`src/rtl/modulation_swapchain_pkg.sv`:
```
// rtl/modulation_swapchain_pkg.sv - shared settings for the modulation segment swapchain
package modulation_swapchain_pkg;

  // Sequencer states: free-running, waiting for the target period start,
  // counting finite repetitions, and parked after the last repetition.
  typedef enum logic [1:0] {
    RUNNING     = 2'd0,
    WAIT_START  = 2'd1,
    FINITE_LOOP = 2'd2,
    STOPPED     = 2'd3
  } swap_state_e;

  // Repeat count value that selects endless playback.
  localparam logic [31:0] RepInfinite = 32'hFFFFFFFF;

endpackage

```
`src/rtl/modulation_swapchain_period_start_detect.sv`:
```
// rtl/modulation_swapchain_period_start_detect.sv - flags the first cycle of each segment period
module period_start_detect #(
  parameter int WIDTH = 15
) (
  input  logic             clk_i,
  input  logic             rst_i,
  input  logic [WIDTH-1:0] idx_i,
  output logic             start_o
);

  logic [WIDTH-1:0] prev_q;

  // Remember the previous index so a held zero is not seen as a new period.
  always_ff @(posedge clk_i) begin
    if (rst_i) begin
      prev_q <= '0;
    end else begin
      prev_q <= idx_i;
    end
  end

  // A period starts when the index has just moved onto zero.
  assign start_o = (idx_i != prev_q) && (idx_i == '0);

endmodule

```
`src/rtl/modulation_swapchain.sv`:
```
// rtl/modulation_swapchain.sv - selects the active modulation segment and sequences finite repeats
module modulation_swapchain
  import modulation_swapchain_pkg::*;
#(
  parameter int WIDTH = 15
) (
  input  logic             CLK,
  input  logic             RST,
  input  logic             UPDATE,
  input  logic             REQ_RD_SEGMENT,
  input  logic [31:0]      REP,
  input  logic [WIDTH-1:0] CYCLE_0,
  input  logic [WIDTH-1:0] CYCLE_1,
  input  logic [WIDTH-1:0] IDX_0,
  input  logic [WIDTH-1:0] IDX_1,
  output logic             SEGMENT,
  output logic [WIDTH-1:0] IDX,
  output logic             STOP
);

  swap_state_e      state_q, state_d;
  logic             seg_q, seg_d;
  logic             req_seg_q, req_seg_d;
  logic [WIDTH-1:0] idx_q, idx_d;
  logic             stop_q, stop_d;
  logic [31:0]      loop_cnt_q, loop_cnt_d;
  logic [31:0]      rep_q, rep_d;

  logic             start_0, start_1;
  logic             start_act, start_req;
  logic [WIDTH-1:0] follow_idx, upd_idx, cyc_act;

  period_start_detect #(.WIDTH(WIDTH)) u_start_0 (
    .clk_i   (CLK),
    .rst_i   (RST),
    .idx_i   (IDX_0),
    .start_o (start_0)
  );

  period_start_detect #(.WIDTH(WIDTH)) u_start_1 (
    .clk_i   (CLK),
    .rst_i   (RST),
    .idx_i   (IDX_1),
    .start_o (start_1)
  );

  assign follow_idx = seg_q ? IDX_1 : IDX_0;
  assign upd_idx    = REQ_RD_SEGMENT ? IDX_1 : IDX_0;
  assign cyc_act    = seg_q ? CYCLE_1 : CYCLE_0;
  assign start_act  = seg_q ? start_1 : start_0;
  assign start_req  = req_seg_q ? start_1 : start_0;

  // Next-state selection; UPDATE outranks any period start seen this cycle.
  always_comb begin
    state_d    = state_q;
    seg_d      = seg_q;
    req_seg_d  = req_seg_q;
    idx_d      = follow_idx;
    stop_d     = stop_q;
    loop_cnt_d = loop_cnt_q;
    rep_d      = rep_q;
    if (UPDATE) begin
      stop_d = 1'b0;
      if (REP == RepInfinite) begin
        seg_d   = REQ_RD_SEGMENT;
        idx_d   = upd_idx;
        state_d = RUNNING;
      end else begin
        req_seg_d = REQ_RD_SEGMENT;
        rep_d     = REP;
        state_d   = WAIT_START;
      end
    end else begin
      case (state_q)
        WAIT_START: begin
          if (start_req) begin
            seg_d      = req_seg_q;
            idx_d      = '0;
            loop_cnt_d = '0;
            state_d    = FINITE_LOOP;
          end
        end
        FINITE_LOOP: begin
          if (start_act) begin
            if (loop_cnt_q == rep_q) begin
              state_d = STOPPED;
              stop_d  = 1'b1;
              idx_d   = cyc_act;
            end else begin
              loop_cnt_d = loop_cnt_q + 32'd1;
            end
          end
        end
        STOPPED: begin
          stop_d = 1'b1;
          idx_d  = cyc_act;
        end
        default: ;
      endcase
    end
  end

  // Register the sequencer state and the outputs it drives.
  always_ff @(posedge CLK) begin
    if (RST) begin
      state_q    <= RUNNING;
      seg_q      <= 1'b0;
      req_seg_q  <= 1'b0;
      idx_q      <= '0;
      stop_q     <= 1'b0;
      loop_cnt_q <= '0;
      rep_q      <= '0;
    end else begin
      state_q    <= state_d;
      seg_q      <= seg_d;
      req_seg_q  <= req_seg_d;
      idx_q      <= idx_d;
      stop_q     <= stop_d;
      loop_cnt_q <= loop_cnt_d;
      rep_q      <= rep_d;
    end
  end

  assign SEGMENT = seg_q;
  assign IDX     = idx_q;
  assign STOP    = stop_q;

endmodule

```
`config.mk`:
```
export PLATFORM = sky130hd
export DESIGN_NAME = modulation_swapchain
export DESIGN_NICKNAME = d
export VERILOG_FILES = /design/src/rtl/modulation_swapchain_pkg.sv /design/src/rtl/modulation_swapchain_period_start_detect.sv /design/src/rtl/modulation_swapchain.sv
export SDC_FILE = /design/constraint.sdc
export NUM_CORES = 1
export LEC_CHECK = 0
export ABC_CLOCK_PERIOD_IN_PS = 6800
export BUFFER_PORTS_ARGS = -buffer_cell sky130_fd_sc_hd__buf_4
export CAP_MARGIN = 20
export CORE_ASPECT_RATIO = 0.9
export CORE_MARGIN = 1
export CORE_UTILIZATION = 55
export DETAILED_ROUTE_END_ITERATION = 10
export PLACE_DENSITY_LB_ADDON = 0.2
export SLEW_MARGIN = 30
export SYNTH_ARGS = -nofsm -noshare
export SYNTH_HDL_FRONTEND = slang
export SYNTH_SLANG_ARGS = --single-unit
```
`constraint.sdc`:
```
create_clock -name CLK -period 6.8 [get_ports CLK]
set_input_delay 0 -clock CLK [delete_from_list [all_inputs] [get_ports CLK]]
set_output_delay 0 -clock CLK [all_outputs]
set_load 0.05 [all_outputs]
```
==> impl_results.md, run 1 <==
* Internal Power at around 0.0014 W
* Core area at between 9000 and 10000 um^2
* CTS buffer count at 17
* Die Ht at 96.6 um
* Synth Area per Inst at between 9 and 10 um^2
* Mapped cell area at ~5500 um^2
* HP Class: in2reg
* VDD IR max at 196 uV
* Final Cycle Share at 0.525
* Vias after detailed routing at 5589
* Post-CTS resize count at 0
* Area Growth Syn to Fin at 43.3%
* Vias in the first global route at ~5600
* Post-Syn Nets at between 600 and 700
* Setup crit start kind: input pin
* Hold-fix buffers, CTS at 84
* CTS tree: done
* Synth unique cells at 50
* Pleak at 3.16 nW
* Status: completed
* Combinational Power Share at 0.153
* RSZ-0062 raised after global routing: false
* Global Route Usage Sum at 0.372
* Clk sink count at approximately 110
* Layout cell share with drive strength beyond 1 at 0.203
* Final non-filler cell total at around 920
* Warnings from Yosys at 0
* I/O Pins at ~110
* Routability cong. at about 0.85
* Nets at roughly 880
* Final instance area at 7840 um^2
* Slack of the critical path at about 3.2 ns
* Dpl cell area at 6410 um^2
* Clk_skew at 0.0104 ns
* Switching share of power at 0.270
* WL per Instance at roughly 20 um
* Required @ worst endpoint at 7.21 ns
* WL final at 18.5 mm
* Initial Util at 0.566
* Skew-Pair Late Insertion Delay at 0.54 ns
* Pre-antenna DRT Iters at 5
* PortBufs at ~110
* First-pass GRT wire length at between 20 and 30 mm
* Power Dens Cells at around 240 nW/um^2
* Post-CTS Setup Inserts at 0
* Cells after synthesis at between 500 and 600
* Critical path endpoint category: flip-flop
* Final Max Slew Viols at 0
* Largest net degree at the start of global routing at between 70 and 80
* Setup_tns at 0 ns
* Dpl hpwl at 10.3 mm
* Detailed-route vias per instance at slightly above 6
* Tmin final at between 3 and 4 ns
* Post-synthesis register bit count at ~110
* ANT nets after route at 0
* Fin. Hold Viols at 0
* Post-synth EDFFs at 0
* Maximum level of the CTS H-tree at 4
* Clock power share at 0.464
* Die Wd at 107 um
* Reg clk slew, reported paths at 0.06 ns
* Achievable Freq at between 200 and 300 MHz
* Relative slew slack at 0.413
* NetSw at between 0.0005 and 0.0006 W
* Register area share after synthesis at 0.417
* CTS root buffer: clkbuf_8
* Initial antenna violation count at 1
* Register share of total power at 0.382
* Max-Cap Viols at 0
* Pre-CTS setup slack at approximately 3.8 ns
* Drc violations at 0
* Final setup violation count at 0
* Row cnt at 34
* Setup CP Type: in2reg
* Starting DRT DRC Count at about 560
* Crit path DAT at about 4 ns
* Worst-Margin Slew at between 0.8 and 0.9 ns
* Fraction of registers with async set/reset at 0
* Area of the die at between 10000 and 15000 um^2
* Placed cell count at a little over 800
* Primary FF master, synth: dfxtp_1
* Grt ovf at 0
* CP max FO at 13
* Longest Clk Path Bufs at 2
[cells in the final DEF (no fill, tap or decap), types with 2 or more instances in the layout]
master,instances
nand3_1,12
o21ai_0,19
dfxtp_1,114
xor2_1,15
clkinv_2,4
inv_1,8
nand2_1,31
nor2_1,56
and3_1,9
o21a_1,3
a311oi_1,2
clkbuf_8,3
o211ai_1,9
xnor2_1,49
dlygate4sd3_1,84
bufinv_16,2
nand4_1,24
nor4_1,14
nor2b_1,30
mux2i_1,51
ha_1,5
mux2_2,3
a221o_1,13
and4_1,2
a211o_1,2
or3_1,15
and2_1,5
clkinvlp_4,5
a21oi_1,27
nor3_1,2
or4_1,15
o31ai_1,7
buf_4,116
clkbuf_16,16
a21o_1,2
[registers in the layout, summed over array words and instances (netlist names)]
register / flops
loop_cnt_q: 32
rep_q: 32
IDX: 15
u_start_0.prev_q: 15
u_start_1.prev_q: 15
state_q: 2
SEGMENT: 1
STOP: 1
req_seg_q: 1
[through the flow]
| step | util | hold WS (ns) | total power, W |
|---|---|---|---|
| 2_1_floorplan | - | 0.128 | 0.000861 |
| 3_3_place_gp | 0.663 | 0.243 | 0.000954 |
| 3_5_place_dp | 0.663 | 0.252 | 0.000961 |
| 4_1_cts | 0.810 | 0.0251 | 0.00185 |
| 5_1_grt | 0.812 | 0.0648 | 0.00193 |
| 6_report | 0.812 | 0.0261 | 0.00189 |
[layout make-up]
type,count,area (um^2)
multi-input cells,441,3080
flip-flops and latches,114,2280
fillers,543,1820
repair buffers,200,1710
clock buffers,19,442
well taps,126,158
clock inverters,13,135
inverters,8,30.0
diodes,1,2.50
[final timing paths]
check	slack, ns	from	to	depth (start not counted)
min	0.03	CYCLE_1[8]	IDX[8]	5
max reg2reg	3.26	u_start_1.prev_q[10]	IDX[6]	9
max	3.23	IDX_0[8]	IDX[6]	11
min reg2reg	0.51	loop_cnt_q[1]	loop_cnt_q[1]	2
[Yosys cell counts, drive strengths merged (4+ instances only)]
library cell / number / area, um^2
a21oi: 28 / 140
or4: 15 / 113
o21ai: 20 / 100
or3: 15 / 93.8
inv: 8 / 30.0
nor2: 56 / 210
nor4: 15 / 100
nand4: 24 / 150
o31ai: 7 / 52.6
dfxtp: 114 / 2280
xor2: 15 / 131
nand3: 12 / 60.1
clkbuf: 23 / 86.3
and3: 9 / 56.3
ha: 5 / 62.6
mux2i: 51 / 510
xnor2: 49 / 429
nor2b: 30 / 188
a221o: 13 / 130
buf: 4 / 23.8
o211ai: 10 / 80.1
and2: 5 / 31.3
nand2: 31 / 116
[critical path: stages]
cell	delay, ns
dlygate4sd3_1	0.57
buf_4	0.18
or4_1	0.48
nor4_2	0.23
nand3_1	0.17
a211o_1	0.41
and3_1	0.24
o21ai_0	0.34
o22ai_2	0.33
a221o_1	0.44
dlygate4sd3_1	0.58
[power groups by stage]
stage               sequential (W)  combinational [W]  clock (W)
global placement          0.000731           0.000223          0
floorplan                 0.000759           0.000102          0
finish                    0.000722           0.000289   0.000877
global route              0.000723           0.000305   0.000900
CTS                       0.000719           0.000274   0.000861
detailed placement        0.000732           0.000228          0
[cells by family (layout without fill, tap and decap cells)]
| family | after synthesis | in the layout | share of synthesized area |
|---|---|---|---|
| muxes | 54 | 54 | 0.0995 |
| other | 0 | 1 | 0 |
| AOI/OAI and AO/OA | 100 | 100 | 0.132 |
| and+or+nand+nor | 218 | 218 | 0.212 |
| xor gates and xnor gates | 64 | 64 | 0.102 |
| adders and majority gates | 5 | 5 | 0.0114 |
| DFF | 114 | 114 | 0.417 |
| buffers and inverters | 35 | 240 | 0.0256 |
[layer usage]
layer / vias up / track usage / part of all wire / routed length, um
met5: - / 0 / 0 / 0
met4: 0 / 0.184 / 0.041 / 755
met3: 63 / 0.0782 / 0.078 / 1440
met2: 316 / 0.608 / 0.47 / 8740
met1: 2676 / 0.463 / 0.41 / 7520
li1: 2534 / - / - / -
Power figures use the tool's default switching activity.
==> inputs of run 2 (changes only) <==
ABC_CLOCK_PERIOD_IN_PS = 3500   (was 6800)
clock period = 3.5 ns   (was 6.8 ns; I/O delays follow)
==> run 2 against run 1 <==
  * Highest routed layer unchanged
  * Register-to-register slack got worse by 3.0 ns
  * Critical path type unchanged
  * Clock-buffer cell count rose by 2
  * Core utilization rose by 0.32 points
  * Critical path depth did not move
  * Sequential share of layout area fell by 0.12 points
  * Global-route usage fell by 0.74 points
  * Die area did not move
  * Clock skew rose by 0.00078 ns
  * Worst setup slack got worse by 3.1 ns
  * Combinational power rose by 93%
==> impl_results.md, run 2 (same netlist as run 1, synthesis figures left out) <==
* Nets at 885
* Worst R2R Setup Slack at 0.30 ns
* CTS tree: done
* Relative slew slack at 0.477
* Core area at 9660 um^2
* Total power at ~0.0037 W
* R2r endpoint: IDX[9]
* Status: completed
* HP Class: in2reg
* CTS root buffer: clkbuf_8
* Fin. Hold Viols at 0
* Final hold slack at between 0.03 and 0.04 ns
* Worst Min Path Start: RST
* Drc violations at 0
* VDD IR max at roughly 400 uV
* WL per Instance at 19.9 um
* CP Buf/Inv Count at 3
* Global Route Usage Sum at 0.365
* Reg clk slew, reported paths at roughly 0.06 ns
* Area Growth Syn to Fin at 43.9%
* Post-layout util at 0.815
* ANT nets after route at 0
* Critical Path Max Stage Delay at just over 0.6 ns
* Power Dens Cells at between 400 and 500 nW/um^2
* Critical path startpoint: IDX_0[6]
* Launch point of the worst reg-to-reg path: u_start_1.prev_q[0]
* CTS buffer count at 17
* Maximum level of the CTS H-tree at 4
* Path depth of the worst reg2reg path at 10
* Routability cong. at between 0.8 and 0.9
* Die Ht at about 97 um
* Detailed-route vias per instance at around 6.0
* Critical path endpoint category: flip-flop
* Die Wd at between 100 and 150 um
* Grt ovf at 0
* CP top delay family: buffers and inverters
* Worst-Margin Slew at just under 0.8 ns
* Setup CP Type: in2reg
* Critical path cell sequence: dlygate4sd3_1 > buf_4 > or4_1 > nor4_4 > nand3_1 > a211o_1 > and3_1 > o311ai_2 > o21ai_4 > a221o_1 > dlygate4sd3_1
* Row cnt at 34
* Fillcell total at approximately 550
* Final Max Slew Viols at 0
* Area of the die at between 10000 and 15000 um^2
* WHS Endpoint: rep_q[21]
* Tmin final at approximately 3.4 ns
* Commonest non-fill, non-tap cell in the layout: buf_4
* Achievable Freq at 294 MHz
* Clk sink count at ~110
* RSZ-0062 raised after global routing: false
* Longest Clk Path Bufs at 2
* Number of antenna diodes at 0
* Hold depth at 2
* Skew-Pair Late Insertion Delay at ~0.53 ns
* Largest net degree at the start of global routing at 74
* Max-Cap Viols at 0
* Setup_tns at 0 ns
* Slowest CP cell: dlygate4sd3_1
* Pleak at about 3.2 nW
* Dpl hpwl at approximately 10 mm
* Placed cell count at 808
* CP max FO at 13
* Starting DRT DRC Count at slightly above 400
* Pre-antenna DRT Iters at 5
* Most frequent cells in the layout: buf_4 (119), dfxtp_1 (114), dlygate4sd3_1 (83)
* Final non-filler cell total at 922
* Initial antenna violation count at 0
* WL final at between 15 and 20 mm
* Crit path DAT at 3.80 ns
* PortBufs at approximately 110
* Initial Util at 0.566
* Setup crit start kind: input pin
* Vias after detailed routing at between 5000 and 6000
* Final Cycle Share at 0.971
* Largest regs: loop_cnt_q x32, rep_q x32
* Final setup violation count at 0
* Required @ worst endpoint at 3.90 ns
* Most used cell, CP: dlygate4sd3_1
* Layout cell share with drive strength beyond 1 at 0.204
* I/O Pins at ~110
* Clk_skew at roughly 0.011 ns
* First-pass GRT wire length at between 20 and 30 mm
* Vias in the first global route at 5594
==> run 2: final cells by class <==
cell class | count | area [um^2] | area share
clock buffers | 21 | 449 | 0.0571
clock inverters | 10 | 134 | 0.0170
inverters | 8 | 30.0 | 0.00382
multi-input cells | 441 | 3090 | 0.393
flip-flops and latches | 114 | 2280 | 0.290
well taps | 126 | 158 | 0.0200
repair buffers | 202 | 1720 | 0.219
==> run 2: worst register-to-register path: cells and delay by family, from the launching register on <==
kind                   cells  cell delay (ns)
flip-flops                 1             0.30
AO/OA/AOI/OAI              4             0.93
AND/OR/NAND/NOR            3             0.82
XOR/XNOR                   1             0.20
buffers and inverters      2             0.87
==> run 2: stage by stage <==
stage	worst slack, ns	area [um^2]
2_1_floorplan	1.10	5470
3_3_place_gp	0.599	6420
4_1_cts	0.0109	7840
5_1_grt	0.00168	7870
3_5_place_dp	0.509	6420
6_report	0.100	7870
==> run 2: repair_timing <==
item	4_1_cts	5_1_grt
hold buffers	83	0
hold endpoints to repair	81	0
resized for setup	0	5
setup endpoints to repair	0	7
buffers inserted	0	0
==> run 2: metal layers <==
layer	vias up	part of all wire	GRT usage
met2	315	0.48	0.596
met4	0	0.034	0.132
met1	2631	0.41	0.457
met5	-	0	0
li1	2534	-	-
met3	60	0.083	0.102
==> run 2: worst max path at each step <==
stage / endpoint / slack, ns / depth (start not counted)
floorplan: loop_cnt_q[20] / 1.10 / 9
global placement: loop_cnt_q[28] / 0.60 / 9
detailed placement: loop_cnt_q[24] / 0.51 / 9
global route: IDX[9] / 0.002 / 11
finish: IDX[9] / 0.10 / 11
CTS: IDX[9] / 0.01 / 11
==> run 2: power by group <==
part | switching (W) | total [W] | internal (W)
sequential | 0.0000434 | 0.00140 | 0.00136
clock | 0.000613 | 0.00173 | 0.00111
combinational | 0.000286 | 0.000559 | 0.000273
==> inputs of run 3 (changes only) <==
CTS_BUF_LIST = sky130_fd_sc_hd__clkbuf_8   (was not set)
==> run 3 against run 2 <==
  * Highest routed layer unchanged
  * Worst setup slack improved by 0.0055 ns
  * Total power decreased by 12%
  * Largest cell class unchanged
  * Final cell count decreased by 0.22%
  * Register-to-register slack improved by 0.02 ns
  * Worst hold slack improved by 0.0092 ns
==> impl_results.md, run 3 (same netlist as run 1, synthesis figures left out) <==
* Final Cycle Share at 0.970
* Routability cong. at approximately 0.85
* Dpl hpwl at ~10 mm
* Pre-antenna DRT Iters at 7
* Longest Clk Path Bufs at 2
* Skew-Pair Late Insertion Delay at approximately 0.44 ns
* Post-layout util at 0.793
* Worst-Margin Slew at 0.798 ns
* WL final at ~18 mm
* Detailed-route vias per instance at between 6 and 7
* Register share of total power at 0.433
* Crit path DAT at around 3.7 ns
* Largest regs: loop_cnt_q x32, rep_q x32
* HP Class: in2reg
* CTS tree: done
* Area Growth Syn to Fin at 40.1%
* Total power at 0.00323 W
* Die Ht at around 97 um
* NetSw at 0.000877 W
* Pleak at a little over 3 nW
* Initial Util at 0.566
* ANT nets after route at 0
* Most used cell, CP: dlygate4sd3_1
* Achievable Freq at about 290 MHz
* Drc violations at 0
* Number of antenna diodes at 0
* Clk_skew at approximately 0.013 ns
* Die Wd at between 100 and 150 um
* PortBufs at 112
* Internal Power at ~0.0024 W
* Critical Path Max Stage Delay at 0.58 ns
* Setup_tns at 0 ns
* Power Dens Cells at approximately 420 nW/um^2
* Pre-CTS setup slack at roughly 0.51 ns
* Fin. Hold Viols at 0
* Critical path endpoint category: flip-flop
* RSZ-0062 raised after global routing: false
* Core area at 9660 um^2
* Final setup violation count at 0
* Switching share of power at 0.271
* CP top delay family: compound AO/OA/AOI/OAI gates
* Commonest non-fill, non-tap cell in the layout: buf_4
* Most frequent cells in the layout: buf_4 (119), dfxtp_1 (114), dlygate4sd3_1 (81)
* First-pass GRT wire length at between 20 and 30 mm
* Grt ovf at 0
* Final Max Slew Viols at 0
* Nets at 883
* Area of the die at just over 10000 um^2
* Combinational Power Share at 0.172
* Layout cell share with drive strength beyond 1 at 0.204
* Vias in the first global route at around 5400
* Clock power share at 0.395
* Global Route Usage Sum at 0.355
* Clk sink count at roughly 110
* Setup crit start kind: input pin
* Slack of the critical path at between 0.1 and 0.15 ns
* VDD IR max at 311 uV
* CP max FO at 13
* Setup CP Type: in2reg
* Row cnt at 34
* Slowest CP cell: dlygate4sd3_1
* WL per Instance at between 15 and 20 um
* Max-Cap Viols at 0
* Critical path cell sequence: dlygate4sd3_1 > buf_4 > or4_1 > nor4_2 > nand3_1 > a211o_1 > and3_1 > o311ai_2 > o21ai_4 > a221o_1 > dlygate4sd3_1
* Reg clk slew, reported paths at around 0.060 ns
* Required @ worst endpoint at 3.82 ns
* CTS root buffer: clkbuf_8
* Starting DRT DRC Count at between 400 and 500
* CTS buffer count at 17
* CP Buf/Inv Count at 3
* Tmin final at between 3 and 4 ns
* Largest net degree at the start of global routing at 74
* I/O Pins at 113
* Relative slew slack at 0.468
* Vias after detailed routing at 5542
* Post-CTS Setup Inserts at 0
* Maximum level of the CTS H-tree at 4
* Status: completed
* Initial antenna violation count at 0
[run 3: cell types whose count changed in the layout (fill, tap and decap cells not counted), sizes merged]
cell	change
inv	+2
clkbuf	-2
dlygate4sd3	-2
[run 3: cell type report]
| cell class | instances | area, um^2 |
|---|---|---|
| multi-input cells | 441 | 3080 |
| flip-flops and latches | 114 | 2280 |
| fillers | 591 | 2000 |
| repair buffers | 200 | 1700 |
| clock buffers | 19 | 262 |
| well taps | 126 | 158 |
| clock inverters | 12 | 141 |
| inverters | 8 | 30.0 |
[run 3: metrics by stage]
stage / std cells / cell area (um^2) / hold slack (ns)
floorplan: 590 / 5470 / 0.128
global placement: 808 / 6420 / 0.245
detailed placement: 808 / 6420 / 0.254
CTS: 920 / 7640 / 0.0118
global route: 920 / 7660 / 0.0678
finish: 920 / 7660 / 0.0418
[run 3: layer usage]
metal  GRT usage  share of wire  up-vias
met2       0.576           0.47      341
met3      0.0721          0.080       46
met5           0              0        -
met4       0.130          0.029        0
li1            -              -     2523
met1       0.467           0.42     2632
[run 3: repair_timing]
action	in CTS	in global routing
hold buffers	81	0
resized for setup	0	3
setup endpoints to repair	0	8
endpoints found under the hold margin	81	0
[run 3: power by group through the flow]
stage / registers, W / logic [W] / clock network, W
global route: 0.00140 / 0.000584 / 0.00134
CTS: 0.00140 / 0.000523 / 0.00127
global placement: 0.00142 / 0.000431 / 0
floorplan: 0.00147 / 0.000199 / 0
detailed placement: 0.00142 / 0.000440 / 0
finish: 0.00140 / 0.000555 / 0.00128
[run 3: final timing paths]
check	from	to	slack [ns]	cells after the start
max	IDX_0[9]	IDX[14]	0.11	11
min	CYCLE_0[1]	IDX[1]	0.04	4
max reg2reg	u_start_1.prev_q[7]	IDX[14]	0.32	10
min reg2reg	loop_cnt_q[31]	loop_cnt_q[31]	0.51	2
[run 3: worst register-to-register path, stage by stage (launching register included)]
cell and delay, ns:
dfxtp_1 0.32, xor2_1 0.17, nor4_1 0.46, nand2_1 0.13
o211ai_1 0.42, and3_1 0.30, o21ai_0 0.13, o22ai_1 0.19
buf_4 0.26, a221o_1 0.18, dlygate4sd3_1 0.56
